--- src/rtl/multi_debouncer.sv ---
// Multi-channel debouncer: optional input synchronizer, shared sample tick,
// symmetric press/release qualification and registered rise/fall strobes.
module multi_debouncer #(
  parameter int WIDTH          = 1,
  parameter int SAMPLE_CNT_MAX = 25000,
  parameter int PULSE_CNT_MAX  = 150,
  parameter int SYNC_STAGES    = 2,
  parameter bit INIT_VALUE     = 1'b0,
  parameter int TICK_CNT_WIDTH = $clog2(SAMPLE_CNT_MAX) + 1,
  parameter int SAT_CNT_WIDTH  = $clog2(PULSE_CNT_MAX) + 1
) (
  input  logic             clk,
  input  logic             rst,
  input  logic [WIDTH-1:0] glitchy_signal,
  output logic [WIDTH-1:0] debounced_signal,
  output logic [WIDTH-1:0] rise_pulse,
  output logic [WIDTH-1:0] fall_pulse
);

  localparam logic [TICK_CNT_WIDTH-1:0] TICK_LAST = TICK_CNT_WIDTH'(SAMPLE_CNT_MAX - 1);
  localparam logic [TICK_CNT_WIDTH-1:0] TICK_ONE  = TICK_CNT_WIDTH'(1);
  localparam logic [SAT_CNT_WIDTH-1:0]  CNT_LAST  = SAT_CNT_WIDTH'(PULSE_CNT_MAX - 1);
  localparam logic [SAT_CNT_WIDTH-1:0]  CNT_ONE   = SAT_CNT_WIDTH'(1);
  localparam logic [WIDTH-1:0]          INIT_VEC  = {WIDTH{INIT_VALUE}};

  logic [TICK_CNT_WIDTH-1:0] tick_cnt;
  logic                      tick;
  logic [WIDTH-1:0]          s;
  logic [WIDTH-1:0]          deb_d;
  logic [SAT_CNT_WIDTH-1:0]  cnt [WIDTH];

  assign tick = (tick_cnt == TICK_LAST);

  always_ff @(posedge clk or posedge rst) begin
    if (rst)       tick_cnt <= '0;
    else if (tick) tick_cnt <= '0;
    else           tick_cnt <= tick_cnt + TICK_ONE;
  end

  // Synchronizer flops reset to the output level so release never looks like an edge.
  if (SYNC_STAGES == 0) begin : g_nosync
    assign s = glitchy_signal;
  end else begin : g_sync
    logic [WIDTH-1:0] sync_q [SYNC_STAGES];

    always_ff @(posedge clk or posedge rst) begin
      if (rst) begin
        for (int k = 0; k < SYNC_STAGES; k++) sync_q[k] <= INIT_VEC;
      end else begin
        sync_q[0] <= glitchy_signal;
        for (int k = 1; k < SYNC_STAGES; k++) sync_q[k] <= sync_q[k-1];
      end
    end

    assign s = sync_q[SYNC_STAGES-1];
  end

  // Any cycle of agreement clears qualification, so a glitch restarts the count.
  always_ff @(posedge clk or posedge rst) begin
    if (rst) begin
      debounced_signal <= INIT_VEC;
      for (int i = 0; i < WIDTH; i++) cnt[i] <= '0;
    end else begin
      for (int i = 0; i < WIDTH; i++) begin
        if (s[i] == debounced_signal[i]) begin
          cnt[i] <= '0;
        end else if (tick) begin
          if (cnt[i] == CNT_LAST) begin
            debounced_signal[i] <= s[i];
            cnt[i]              <= '0;
          end else begin
            cnt[i] <= cnt[i] + CNT_ONE;
          end
        end
      end
    end
  end

  always_ff @(posedge clk or posedge rst) begin
    if (rst) begin
      deb_d      <= INIT_VEC;
      rise_pulse <= '0;
      fall_pulse <= '0;
    end else begin
      deb_d      <= debounced_signal;
      rise_pulse <= debounced_signal & ~deb_d;
      fall_pulse <= ~debounced_signal & deb_d;
    end
  end

endmodule

--- config.mk ---
export PLATFORM = sky130hd
export DESIGN_NAME = multi_debouncer
export DESIGN_NICKNAME = d
export VERILOG_FILES = /design/src/rtl/multi_debouncer.sv
export SDC_FILE = /design/constraint.sdc
export NUM_CORES = 1
export LEC_CHECK = 0
export ABC_AREA = 1
export ABC_CLOCK_PERIOD_IN_PS = 2000
export BUFFER_PORTS_ARGS = -buffer_cell sky130_fd_sc_hd__buf_2
export CAP_MARGIN = 30
export CORE_MARGIN = 5
export CORE_UTILIZATION = 60
export DETAILED_ROUTE_END_ITERATION = 6
export PLACE_DENSITY_LB_ADDON = 0.12
export SLEW_MARGIN = 20
export SYNTH_ARGS = -nofsm -noshare
export SYNTH_HDL_FRONTEND = slang
export SYNTH_SLANG_ARGS = --single-unit
--- constraint.sdc ---
create_clock -name clk -period 2 [get_ports clk]
set_clock_uncertainty 0.05 [all_clocks]
set_input_delay 0.4 -clock clk [delete_from_list [all_inputs] [get_ports clk]]
set_output_delay 0.4 -clock clk [all_outputs]
set_load 0.05 [all_outputs]
==> results.md, run 1 <==
- Combinational share of power: 0.022
- Reg power frac: 0.534
- Endpoints failing setup: 0
- Net Switching: 249 uW
- # Max-Cap Violations: 0
- Placed wire-length estimate after detailed placement: around 2.6 mm
- Power density cells: between 600 and 700 nW/um^2
- # DRC: 0
- Clock Path Buffers: 2
- Largest fanout of any net on the critical path: 12
- Via count of the first global-routing pass: around 1,500
- Source of the worst register-to-register timing path: tick_cnt[0]$_DFF_PP0_
- Share of the yosys chip area belonging to registers: 0.453
- Crit path arrival time: approximately 1.9 ns
- Maximum number of pins on one net before global-route repair: 32
- Startpoint Class: flop
- Hold buffers post-CTS: 0
- Per-instance average area after synthesis: between 7 and 8 um^2
- Final critical delay including setup and external delays: about 1.7 ns
- Library cell occupying the most area in the post-synthesis netlist: dfrtp_1
- Total grt overflow: 0
- Die Span X: between 60 and 70 um
- Area Overhead vs Synth: 8.39%
- Normalized max-slew margin: 0.691
- GRT Total Usage: 0.199
- Worst Tran Pin Value: 0.463 ns
- Top Family by Delay on Critical Path: simple AND/OR/NAND/NOR gates
- Post-CTS Resized: 0
- Clock transition at the registers of the reported paths: ~0.10 ns
- Reg2reg path depth: 8
- Top-area cell type share of the netlist area: 0.453
- Drt total wl: around 3.5 mm
- Initial antenna violation count: 0
- Critical path class: flop to flop
- CTS Root Buffer Type: clkbuf_4
- Number of standard cells after synthesis: ~230
- Register bit total from synthesis: 31
- Average wire per standard cell: around 13 um
- Nature of the critical path endpoint: flop
- Total clock buffers created by CTS: 5
- Peak per-stage delay on the critical path: between 0.4 and 0.5 ns
- Placeable core region: about 2800 um^2
- Highest attainable clock frequency: 587 MHz
- Number of optimization iterations in the first detailed-route pass: 4
- Weighted congestion at the end of routability-driven global placement: around 0.85
- Worst R2R End: debounced_signal$_DFFE_PP0P_
- Critical path data required time: approximately 2.2 ns
- Number of nets with antenna violations after detailed routing: 0
- Peak ir drop on the vdd network: roughly 0.00056 V
- Full die area: between 4000 and 5000 um^2
- Wire length of the first global-routing pass: approximately 6.3 mm
- Clock tree from TritonCTS: yes
- Register area: 776 um^2
- Starting DRC count in detailed routing: 96
- Leakage power total: between 0.9 and 1 nW
- Final setup TNS: 0 ns
- Power share of the clock group: 0.444
- Ant diodes: 0
- Endpoints failing hold: 0
- Post-Synthesis Cell Area: between 1500 and 2000 um^2
- Critical-path cell list: ha_1 -> nand2_1 -> inv_1 -> nand3_1 -> nor2_2 -> nand2_1 -> nand2_1 -> nand2_1
- Switching power as a share of total power: 0.212
- CTS Sinks: 31
- Nets: 250
- Design internal power: around 930 uW
- Routed via count divided by cell count: 5.33
- Status: completed
- Critical path's slowest cell: dfrtp_1
- Starting utilization of the core area: 0.622
- Worst min-delay path class: input pin to asynchronous set/reset pin
- Worst reg-to-reg setup slack: a little under 0.3 ns
- Multi-input gate area in the final layout: approximately 800 um^2
- Count of yosys warnings during synthesis: 0
- Top library cells by usage in the layout, fill and taps aside: nand2_1, nor2_1, inv_1, dfrtp_1, nand3_1
- Area contributors post-synth: dfrtp_1, nand2_1, nor2_1, nand3_1, inv_1
- Slew Limit Fails: 0
- Net count after synthesis: approximately 240
- Period Utilization, post-route: 0.851
- Die outline height: 63.5 um
- Postcts setup bufs: 0
- Number of buffers and inverters on the critical path: 1
- Most numerous cell on the critical path: nand2_1
- Count of pins on the block boundary: 6
- Most frequent standard cell in the layout excluding fill and tap cells: nand2_1
- Clock latency on the worst-skew pair: roughly 0.34 ns
- FILL cells: roughly 240
- Total vias in the final route: 1,470
- Count of different cell masters after synthesis: 19
- Standard-cell row count: 19
- IO Port Bufs: 5
- Post-layout power: approximately 1.2 mW
- Setup repair after global routing missed its margin: false
- Number of H-tree levels: 2
- Fraction of final layout cells with drive strength greater than 1: 0.0776
synth_stat cells:
cell,count
nand2_1,59
nor2_1,48
inv_1,32
dfrtp_1,31
nand3_1,27
xor2_1,11
nand4_1,5
nand3b_1,4
ha_1,3
a21oi_1,2
buf_2,2
nor2_2,2
and3_1,1
buf_6,1
nand2_2,1
nor2_4,1
nor3_1,1
o21ai_0,1
xnor2_1,1
kinds of logic (layout without fill, tap and decap cells):
group / Yosys count / in the layout / share of synthesized area
simple gates: 149 / 149 / 0.373
buf+inv: 35 / 47 / 0.0825
flops: 31 / 31 / 0.453
xor+xnor: 12 / 12 / 0.0613
fa+ha+maj: 3 / 3 / 0.0219
compound gates: 3 / 3 / 0.00876
how the worst max path moves through the flow:
stage | slack, ns | endpoint | start | cells past startpoint
after floorplan | 0.57 | cnt[7]$_DFFE_PP0P_ | debounced_signal$_DFFE_PP0P_ | 5
after global routing | 0.14 | cnt[1]$_DFFE_PP0P_ | tick_cnt[0]$_DFF_PP0_ | 7
final | 0.30 | debounced_signal$_DFFE_PP0P_ | tick_cnt[0]$_DFF_PP0_ | 8
after CTS | 0.32 | cnt[1]$_DFFE_PP0P_ | tick_cnt[0]$_DFF_PP0_ | 7
after detailed placement | 0.33 | cnt[1]$_DFFE_PP0P_ | tick_cnt[0]$_DFF_PP0_ | 7
after global placement | 0.43 | debounced_signal$_DFFE_PP0P_ | tick_cnt[0]$_DFF_PP0_ | 8
power by group through the flow:
stage	sequential, mW	combinational (mW)	clock (mW)
after global routing	0.630	0.0301	0.575
final	0.629	0.0259	0.523
after CTS	0.629	0.0269	0.535
after floorplan	0.641	0.0169	0
after global placement	0.642	0.0255	0
after detailed placement	0.642	0.0269	0
registers in the layout, indices dropped and copies added (netlist names):
signal            cells
debounced_signal      1
g_sync.sync_q         1
rise_pulse            1
s                     1
deb_d                 1
cnt                   9
fall_pulse            1
tick_cnt             16
metal layers:
layer / vias up / global-route usage / share of wire
met1: 687 / 0.226 / 0.43
met4: 0 / 0.0857 / 0.019
li1: 744 / - / -
met5: - / 0 / 0
met3: 9 / 0.0586 / 0.037
met2: 30 / 0.344 / 0.52
metrics by stage:
stage,hold WS (ns),instance area [um^2],cells,setup slack (ns),util
floorplan,0.281,1710,233,0.566,-
global placement,0.297,1770,268,0.435,0.642
detailed placement,0.306,1770,268,0.329,0.642
CTS,0.0712,1860,276,0.317,0.674
global route,0.0827,1860,276,0.143,0.674
finish,0.0709,1860,276,0.298,0.674
worst reg2reg max path: stages, from the launching register on:
cell     delay (ns)
dfrtp_1        0.44
ha_1           0.25
nand2_1        0.07
inv_1          0.09
nand3_1        0.10
nor2_2         0.40
nand2_1        0.09
nand2_1        0.08
nand2_1        0.05
cell type report:
type                            count  share of cell area
Clock buffer                        6              0.0276
Sequential cell                    31               0.418
Timing Repair Buffer                7              0.0215
Clock inverter                      2              0.0189
Multi-Input combinational cell    167               0.429
Tap cell                           31              0.0209
Inverter                           32              0.0646
Power figures use the tool's default switching activity.
==> run 2: changes to the inputs <==
Settings changed: SETUP_SLACK_MARGIN set to 0.5.
==> results.md, run 2 (synthesis results as in run 1) <==
- Top library cells by usage in the layout, fill and taps aside: nand2_1, nor2_1, inv_1, nand3_1, dfrtp_1
- Largest fanout of any net on the critical path: 6 (-6)
- Critical path class: flop to flop
- Full die area: 4030 um^2 (unchanged)
- Clock latency on the worst-skew pair: 0.34 ns (about the same)
- Highest attainable clock frequency: 695 MHz (+18%)
- Worst R2R End: debounced_signal$_DFFE_PP0P_
- Endpoints failing hold: 0 (unchanged)
- Clock tree from TritonCTS: yes
- Worst setup path end: debounced_signal$_DFFE_PP0P_
- Most numerous cell on the critical path: nand2_1
- Final setup TNS: 0 ns (unchanged)
- Critical path's slowest cell: dfrtp_2
- Critical-path cell list: nor2_1 -> nand4_1 -> nor2_4 -> nand2_1 -> nand2_1 -> nand2_1
- Setup slack at placement: 0.329 ns (unchanged)
- Peak per-stage delay on the critical path: 0.46 ns (+0.02 ns)
- Leakage power total: 1.04 nW (+6.2%)
- Die outline height: 63.5 um (unchanged)
- Placed wire-length estimate after detailed placement: 2.62 mm (unchanged)
- Launch point of the worst path: tick_cnt[9]$_DFF_PP0_
- Multi-input gate area in the final layout: 885 um^2 (+11%)
- Fraction of final layout cells with drive strength greater than 1: 0.184 (+0.107)
- Die Span X: 63.5 um (unchanged)
- Average wire per standard cell: 13.5 um (+5.0%)
- Top Family by Delay on Critical Path: simple AND/OR/NAND/NOR gates
- Normalized max-slew margin: 0.743 (+0.0526)
- Number of buffers and inverters on the critical path: 0 (-1)
- Nature of the critical path endpoint: flop
- Starting DRC count in detailed routing: 113 (+18%)
- Maximum number of pins on one net before global-route repair: 32 (unchanged)
- Power density cells: 584 nW/um^2 (-7.9%)
- Startpoint Class: flop
- Period Utilization, post-route: 0.719 (-0.132)
- # Max-Cap Violations: 0 (unchanged)
- Most frequent standard cell in the layout excluding fill and tap cells: nand2_1
- Reg2reg path depth: 6 (-2)
- Clock transition at the registers of the reported paths: 0.10 ns (about the same)
- FILL cells: 209 (-14%)
- IO Port Bufs: 5 (unchanged)
- # DRC: 0 (unchanged)
- Worst min-delay path class: input pin to asynchronous set/reset pin
- Total grt overflow: 0 (unchanged)
- Number of H-tree levels: 2 (unchanged)
- Endpoints failing setup: 0 (unchanged)
- Total vias in the final route: 1,541 (+4.8%)
- Total clock buffers created by CTS: 5 (unchanged)
- Initial antenna violation count: 0 (unchanged)
- Standard-cell row count: 19 (unchanged)
- Routed via count divided by cell count: 5.39 (+1.2%)
- Ant diodes: 0 (unchanged)
- Drt total wl: 3.86 mm (+8.8%)
- Final worst slack: 0.562 ns (+0.264 ns)
- Critical path data required time: 2.19 ns (about the same)
- Weighted congestion at the end of routability-driven global placement: 0.849 (unchanged)
- Levels on crit path: 6 (-2)
- Count of pins on the block boundary: 6 (unchanged)
- Number of nets with antenna violations after detailed routing: 0 (unchanged)
- Slew Limit Fails: 0 (unchanged)
- Status: completed
- Peak ir drop on the vdd network: 0.000562 V (-0.38%)
- Worst Tran Pin Value: 0.385 ns (-0.0784 ns)
- Area Overhead vs Synth: 17.6%
- Worst reg-to-reg setup slack: 0.56 ns (+0.26 ns)
- Number of optimization iterations in the first detailed-route pass: 4 (unchanged)
- Largest registers: tick_cnt (16), cnt (9)
- CTS Sinks: 31 (unchanged)
- Via count of the first global-routing pass: 1,510 (+2.7%)
- Setup repair after global routing missed its margin: false
- Number of flip-flops under the largest register name: 16 (unchanged)
- GRT Total Usage: 0.203 (+0.00380)
- CTS Root Buffer Type: clkbuf_4
- Wire length of the first global-routing pass: 6.47 mm (+2.3%)
- Hold buffers post-CTS: 0 (unchanged)
- Source of the worst register-to-register timing path: tick_cnt[9]$_DFF_PP0_
- Placeable core region: 2760 um^2 (unchanged)
- Starting utilization of the core area: 0.622 (unchanged)
- Final critical delay including setup and external delays: 1.44 ns (-0.264 ns)
- Register containing the most flip-flops in the final layout: tick_cnt
- Register area: 783 um^2 (+0.97%)
- Clock Path Buffers: 2 (unchanged)
- Nets: 260 (+4.0%)
- Crit path arrival time: 1.63 ns (-0.26 ns)
[run 2: tightest hold or removal path, delay by kind of cell]
family	cells	cell delay [ns]
buffers and inverters	3	0.48
[run 2: where the power goes]
part,switching [mW],internal (mW),leakage (nW)
Combinational,0.0199,0.00584,0.590
Clock,0.227,0.295,0.0482
Sequential,0.00102,0.628,0.404
Total,0.248,0.929,1.04
[run 2: final cells by class]
type                    count  area share
multi-input cells         169       0.439
flip-flops and latches     31       0.389
inverters                  32      0.0596
repair buffers             15      0.0509
clock buffers               6      0.0255
well taps                  31      0.0192
clock inverters             2      0.0174
[run 2: through the flow]
stage,cells,hold slack [ns],power (mW),util,instance area [um^2]
2_1_floorplan,233,0.281,0.658,-,1710
3_3_place_gp,268,0.297,0.667,0.642,1770
3_5_place_dp,268,0.306,0.669,0.642,1770
4_1_cts,278,0.0712,1.19,0.685,1890
5_1_grt,286,0.0796,1.24,0.731,2020
6_report,286,0.0666,1.18,0.731,2020
[run 2: how the worst min path moves through the flow]
stage / depth (start not counted) / endpoint / slack [ns]
floorplan: 0 / s$_DFF_PP0_ / 0.28
global route: 3 / g_sync.sync_q[1]$_DFF_PP0_ / 0.08
detailed placement: 0 / s$_DFF_PP0_ / 0.31
CTS: 3 / s$_DFF_PP0_ / 0.07
global placement: 0 / s$_DFF_PP0_ / 0.30
finish: 3 / cnt[4]$_DFFE_PP0P_ / 0.07
[run 2: what timing repair did]
action,4_1_cts,5_1_grt
resized for setup,6,22
endpoints found under the setup margin,18,18
pin swaps,1,6
setup buffers,1,7
cloned,1,1
[run 2: per-layer routing]
metal	vias up	wire length [um]	global-route usage	part of all wire
met2	34	2040	0.360	0.53
met3	11	144	0.0586	0.037
met1	737	1590	0.223	0.41
li1	759	-	-	-
met5	-	0	0	0
met4	0	86	0.0857	0.022
==> run 3: changes to the inputs <==
Settings changed: ABC_AREA 1 to 0, ABC_CLOCK_PERIOD_IN_PS 2000 to 1400, CORE_UTILIZATION 60 to 59.
Clock period 2 ns to 1.4 ns, I/O delays scaled along.
==> results.md, run 3 <==
- Number of H-tree levels: 2 (unchanged)
- Standard-cell row count: 17 (-2)
- Die Span X: 59.1 um (-6.8%)
- Count of pins on the block boundary: 6 (unchanged)
- Pin ending the worst setup path after global-route repair: cnt[3]$_DFFE_PP0P_/D
- Register bit total from synthesis: 31 (unchanged)
- Setup slack at placement: -0.878 ns (-1.21 ns)
- Per-instance average area after synthesis: 10.9 um^2 (+48%)
- Share of the synthesized netlist area taken by xor and xnor gates: 0.0739 (+0.0126)
- Most frequent cells after synthesis: dfrtp_1, nand2_1, nand3_1, xnor2_1
- Post-Synthesis Cell Area: 1420 um^2 (-17%)
- Die outline height: 59.1 um (-6.8%)
- Largest family of logic cells by synthesized area: simple AND/OR/NAND/NOR gates
- Count of yosys warnings during synthesis: 0 (unchanged)
- Async SR Flop Fraction: 1.00 (unchanged)
- Failing step: global routing
- Weighted congestion at the end of routability-driven global placement: 0.897 (+5.7%)
- Area contributors post-synth: dfrtp_1, xnor2_1, xor2_1, nand2_1, ha_1
- Starting utilization of the core area: 0.631 (+0.00937)
- Type of pin the worst path ends at: register data pin
- Total clock buffers created by CTS: 5 (unchanged)
- Synthesized-area fraction occupied by and/or/nand/nor cells: 0.218 (-0.155)
- Maximum number of pins on one net before global-route repair: 26
- IO Port Bufs: 5 (unchanged)
- CTS Root Buffer Type: clkbuf_4
- Number of standard cells after synthesis: 131 (-44%)
- Library cell occupying the most area in the post-synthesis netlist: dfrtp_1
- CTS Sinks: 31 (unchanged)
- Placed cell areas: 1840 um^2 (+4.1%)
- Share of the yosys chip area belonging to registers: 0.545 (+0.0927)
- Adder-cell area share of the yosys netlist: 0.0264 (+0.00449)
- Placed wire-length estimate after detailed placement: 2.44 mm (-6.6%)
- Fraction of the mapped netlist area in compound gates: 0.0976 (+0.0889)
- Status: did not finish
- EDFF count, synth: 0 (unchanged)
- Ys flop type: dfrtp_1
- First error in the log: [ERROR DPL-0038] Utilization greater than 100%, impossible to legalize
- Count of different cell masters after synthesis: 33 (+14)
- Most frequent cell after synthesis: dfrtp_1
- Mux share of post-synthesis cell area: 0.0220 (+0.0220)
- Top-area cell type share of the netlist area: 0.545 (+0.0927)
- Clock Path Buffers: 2 (unchanged)
- Net count after synthesis: 137 (-43%)
## run 3: cell count changes after synthesis, sizes merged, moves of 3 or more
cell    change
or3         +4
o21ai       +5
xor2        -6
or4         +5
xnor2       +6
nand3b      -4
a21oi       +4
nand3      -20
nor4        +3
inv        -28
a31o        +3
nand2      -49
nor2b       +3
nor2       -45
## run 3: cell families after synthesis
kind of cell,count (synthesis)
flip-flops,31
adder cells (fa/ha/maj),3
buffers and inverters,6
XOR/XNOR,12
AND/OR/NAND/NOR,55
multiplexers,3
AO/OA/AOI/OAI,21
## run 3: stage by stage
| step | util | instances |
|---|---|---|
| after CTS | 0.941 | 219 |
| after detailed placement | 0.818 | 202 |
| after global placement | 0.818 | 202 |
| after floorplan | - | 131 |
## run 3: timing repair
item	CTS
hold buffers	1
gates resized for setup	27
pin swaps	7
setup buffers	8
endpoints found under the hold margin	10
endpoints found under the setup margin	29
==> run 4: changes to the inputs <==
Settings changed: CORE_AREA set to 5 5 66 68, CORE_MARGIN 5 to unset, CORE_UTILIZATION 59 to unset, DIE_AREA set to 0 0 71 73, PLACE_DENSITY_LB_ADDON 0.12 to 0.15, SETUP_SLACK_MARGIN 0.5 to unset.
==> results.md, run 4 <==
- Routed via count divided by cell count: slightly above 5
- Switching power as a share of total power: 0.212
- Normalized max-slew margin: 0.683
- Final standard cell area without fillers: between 2000 and 2500 um^2
- Total clock buffers created by CTS: 5 (unchanged)
- Layout Cells excl Fill: approximately 250
- Combinational share of power: 0.027
- Share of the synthesized netlist area taken by xor and xnor gates: 0.0739 (unchanged)
- Final critical delay including setup and external delays: approximately 2.2 ns
- Net Switching: 349 uW
- Count of pins on the block boundary: 6 (unchanged)
- Number of optimization iterations in the first detailed-route pass: 4
- Ys flop type: dfrtp_1
- EDFF count, synth: 0 (unchanged)
- Most numerous cell on the critical path: or4_4
- Fraction of final layout cells with drive strength greater than 1: 0.528
- Area Overhead vs Synth: 58.0%
- Peak per-stage delay on the critical path: ~0.55 ns
- Starting DRC count in detailed routing: 38
- Slew Limit Fails: 0
- Ant diodes: 0
- Endpoints failing hold: 0
- CTS Root Buffer Type: clkbuf_8
- Adder-cell area share of the yosys netlist: 0.0264 (unchanged)
- Via count of the first global-routing pass: 1,371
- Per-instance average area after synthesis: 10.9 um^2 (unchanged)
- # DRC: 0
- Drt total wl: 3.69 mm
- Maximum number of pins on one net before global-route repair: 22
- Most frequent standard cell in the layout excluding fill and tap cells: buf_4
- Worst Tran Pin Value: around 0.47 ns
- Peak ir drop on the vdd network: approximately 0.0006 V
- Largest registers: tick_cnt (16), cnt (9)
- Clock transition at the registers of the reported paths: ~0.06 ns
- Number of buffers and inverters on the critical path: 0
- Count of yosys warnings during synthesis: 0 (unchanged)
- Area contributors post-synth: dfrtp_1, xnor2_1, xor2_1, nand2_1, ha_1
- Placed wire-length estimate after detailed placement: 2.35 mm (-3.8%)
- Number of nets with antenna violations after detailed routing: 0
- Fraction of the mapped netlist area in compound gates: 0.0976 (unchanged)
- Worst min-delay path class: input pin to flop
- CTS Sinks: 31 (unchanged)
- Mux share of post-synthesis cell area: 0.0220 (unchanged)
- Standard-cell row count: 23 (+6)
- Critical path data required time: ~1.6 ns
- Total vias in the final route: ~1,300
- Placed cell areas: 1840 um^2 (-0.27%)
- Register bit total from synthesis: 31 (unchanged)
- Nature of the critical path endpoint: flop
- Top-area cell type share of the netlist area: 0.545 (unchanged)
- Register containing the most flip-flops in the final layout: tick_cnt
- Reg power frac: 0.546
- Average wire per standard cell: roughly 15 um
- Number of flip-flops under the largest register name: 16
- Power share of the clock group: 0.426
- Top Family by Delay on Critical Path: simple AND/OR/NAND/NOR gates
- Library cell occupying the most area in the post-synthesis netlist: dfrtp_1
- Largest family of logic cells by synthesized area: simple AND/OR/NAND/NOR gates
- Nets: about 200
- GRT Total Usage: 0.156
- Endpoints failing setup: 20
- Count of different cell masters after synthesis: 33 (unchanged)
- Starting utilization of the core area: 0.375 (-0.256)
- Clock tree from TritonCTS: yes
- Design internal power: approximately 1.3 mW
- Die outline height: 73 um (+24%)
- Initial antenna violation count: 0
- Most frequent cell after synthesis: dfrtp_1
- Weighted congestion at the end of routability-driven global placement: 0.783 (-13%)
- Power density cells: 733 nW/um^2
- Setup repair after global routing missed its margin: true
- Utilization after layout: 0.592
- Wire length of the first global-routing pass: between 6 and 7 mm
- Clock Path Buffers: 2 (unchanged)
- Synthesized-area fraction occupied by and/or/nand/nor cells: 0.218 (unchanged)
- Placeable core region: 3800 um^2
- Violations in the final reports: negative setup slack
- Critical path class: flop to flop
- Post-Synthesis Cell Area: 1420 um^2 (unchanged)
- Net count after synthesis: 137 (unchanged)
- Total grt overflow: 0
- Post-layout power: 1.65 mW
- Critical-path cell list: or4_4 -> or4_4 -> or4_4 -> a21oi_2
- Highest attainable clock frequency: 448 MHz
- Number of H-tree levels: 2 (unchanged)
- Async SR Flop Fraction: 1.00 (unchanged)
- Leakage power total: 0.992 nW
- Period Utilization, post-route: 1.60
- Full die area: ~5200 um^2
- Most frequent cells after synthesis: dfrtp_1, nand2_1, nand3_1, xnor2_1
- Cell count after placement: 229 (+13%)
- Number of standard cells after synthesis: 131 (unchanged)
- Critical path's slowest cell: or4_4
- IO Port Bufs: 5 (unchanged)
- Setup slack at placement: -0.876 ns (+0.00215 ns)
- Final worst slack: -0.833 ns
- Crit path arrival time: about 2.4 ns
- Top library cells by usage in the layout, fill and taps aside: buf_4, dfrtp_1, nand2_1, xnor2_1, buf_6
- Status: complete, but fails checks
- Share of the yosys chip area belonging to registers: 0.545 (unchanged)
- Die Span X: 71 um (+20%)
- Clock latency on the worst-skew pair: approximately 0.28 ns
- Startpoint Class: flop
- # Max-Cap Violations: 0
- Largest fanout of any net on the critical path: 5
run 4: cell counts after synthesis:
Identical to the previous run, type by type.
run 4: worst paths after layout:
path                                       startpoint                    endpoint  slack (ns)  depth (start not counted)
hold / removal                         glitchy_signal  g_sync.sync_q[1]$_DFF_PP0_        0.06                          1
setup / recovery               tick_cnt[12]$_DFF_PP0_          cnt[3]$_DFFE_PP0P_       -0.83                          4
hold reg to reg            g_sync.sync_q[1]$_DFF_PP0_                 s$_DFF_PP0_        0.30                          0
max in group asynchronous                         rst          cnt[5]$_DFFE_PP0P_        0.52                          4
setup reg to reg               tick_cnt[12]$_DFF_PP0_          cnt[3]$_DFFE_PP0P_       -0.83                          4
min in group asynchronous                         rst       tick_cnt[6]$_DFF_PP0_        0.50                          4
run 4: timing repair:
item	4_1_cts	5_1_grt
pin swaps	8	13
endpoints found under the hold margin	10	0
setup endpoints to repair	22	23
gates cloned	1	0
buffers inserted	5	8
gates resized for setup	21	31
hold buffers	1	0
run 4: cells by family after synthesis:
kind of cell / Yosys count
flops: 31
fa+ha+maj: 3
simple gates: 55
compound gates: 21
xor+xnor: 12
mux: 3
buf+inv: 6
run 4: final cells by class:
class                           count  area [um^2]
Fill cell                         350         1550
Multi-Input combinational cell     95          837
Sequential cell                    31          776
Timing Repair Buffer               60          469
Clock buffer                        6         82.6
Tap cell                           50         62.6
Inverter                            4         15.0
Clock inverter                      1         5.00
run 4: metrics by stage:
step / hold WS (ns) / setup TNS (ns)
final: 0.0571 / -9.51
after global routing: 0.0493 / -10.51
after CTS: 0.0472 / -11.22
after detailed placement: 0.245 / -10.88
after global placement: 0.231 / -10.36
after floorplan: 0.261 / -9.72
run 4: worst reg2reg max path, cell delays in order (launching register included):
cell and delay (ns):
dfrtp_1 0.38, or4_4 0.55, or4_4 0.53, or4_4 0.54
a21oi_2 0.12
run 4: metal layers:
metal  track usage  up-vias  part of all wire
met4        0.0626        0             0.020
met3        0.0455        5             0.018
met2         0.290        6              0.56
met5             0        -                 0
li1              -      612                 -
met1         0.164      657              0.41
run 4: power groups by stage:
stage | clock [mW] | sequential [mW] | combinational [mW]
finish | 0.703 | 0.901 | 0.0449
global route | 0.789 | 0.900 | 0.0525
floorplan | 0 | 0.917 | 0.0194
detailed placement | 0 | 0.917 | 0.0411
global placement | 0 | 0.917 | 0.0396
CTS | 0.728 | 0.900 | 0.0444
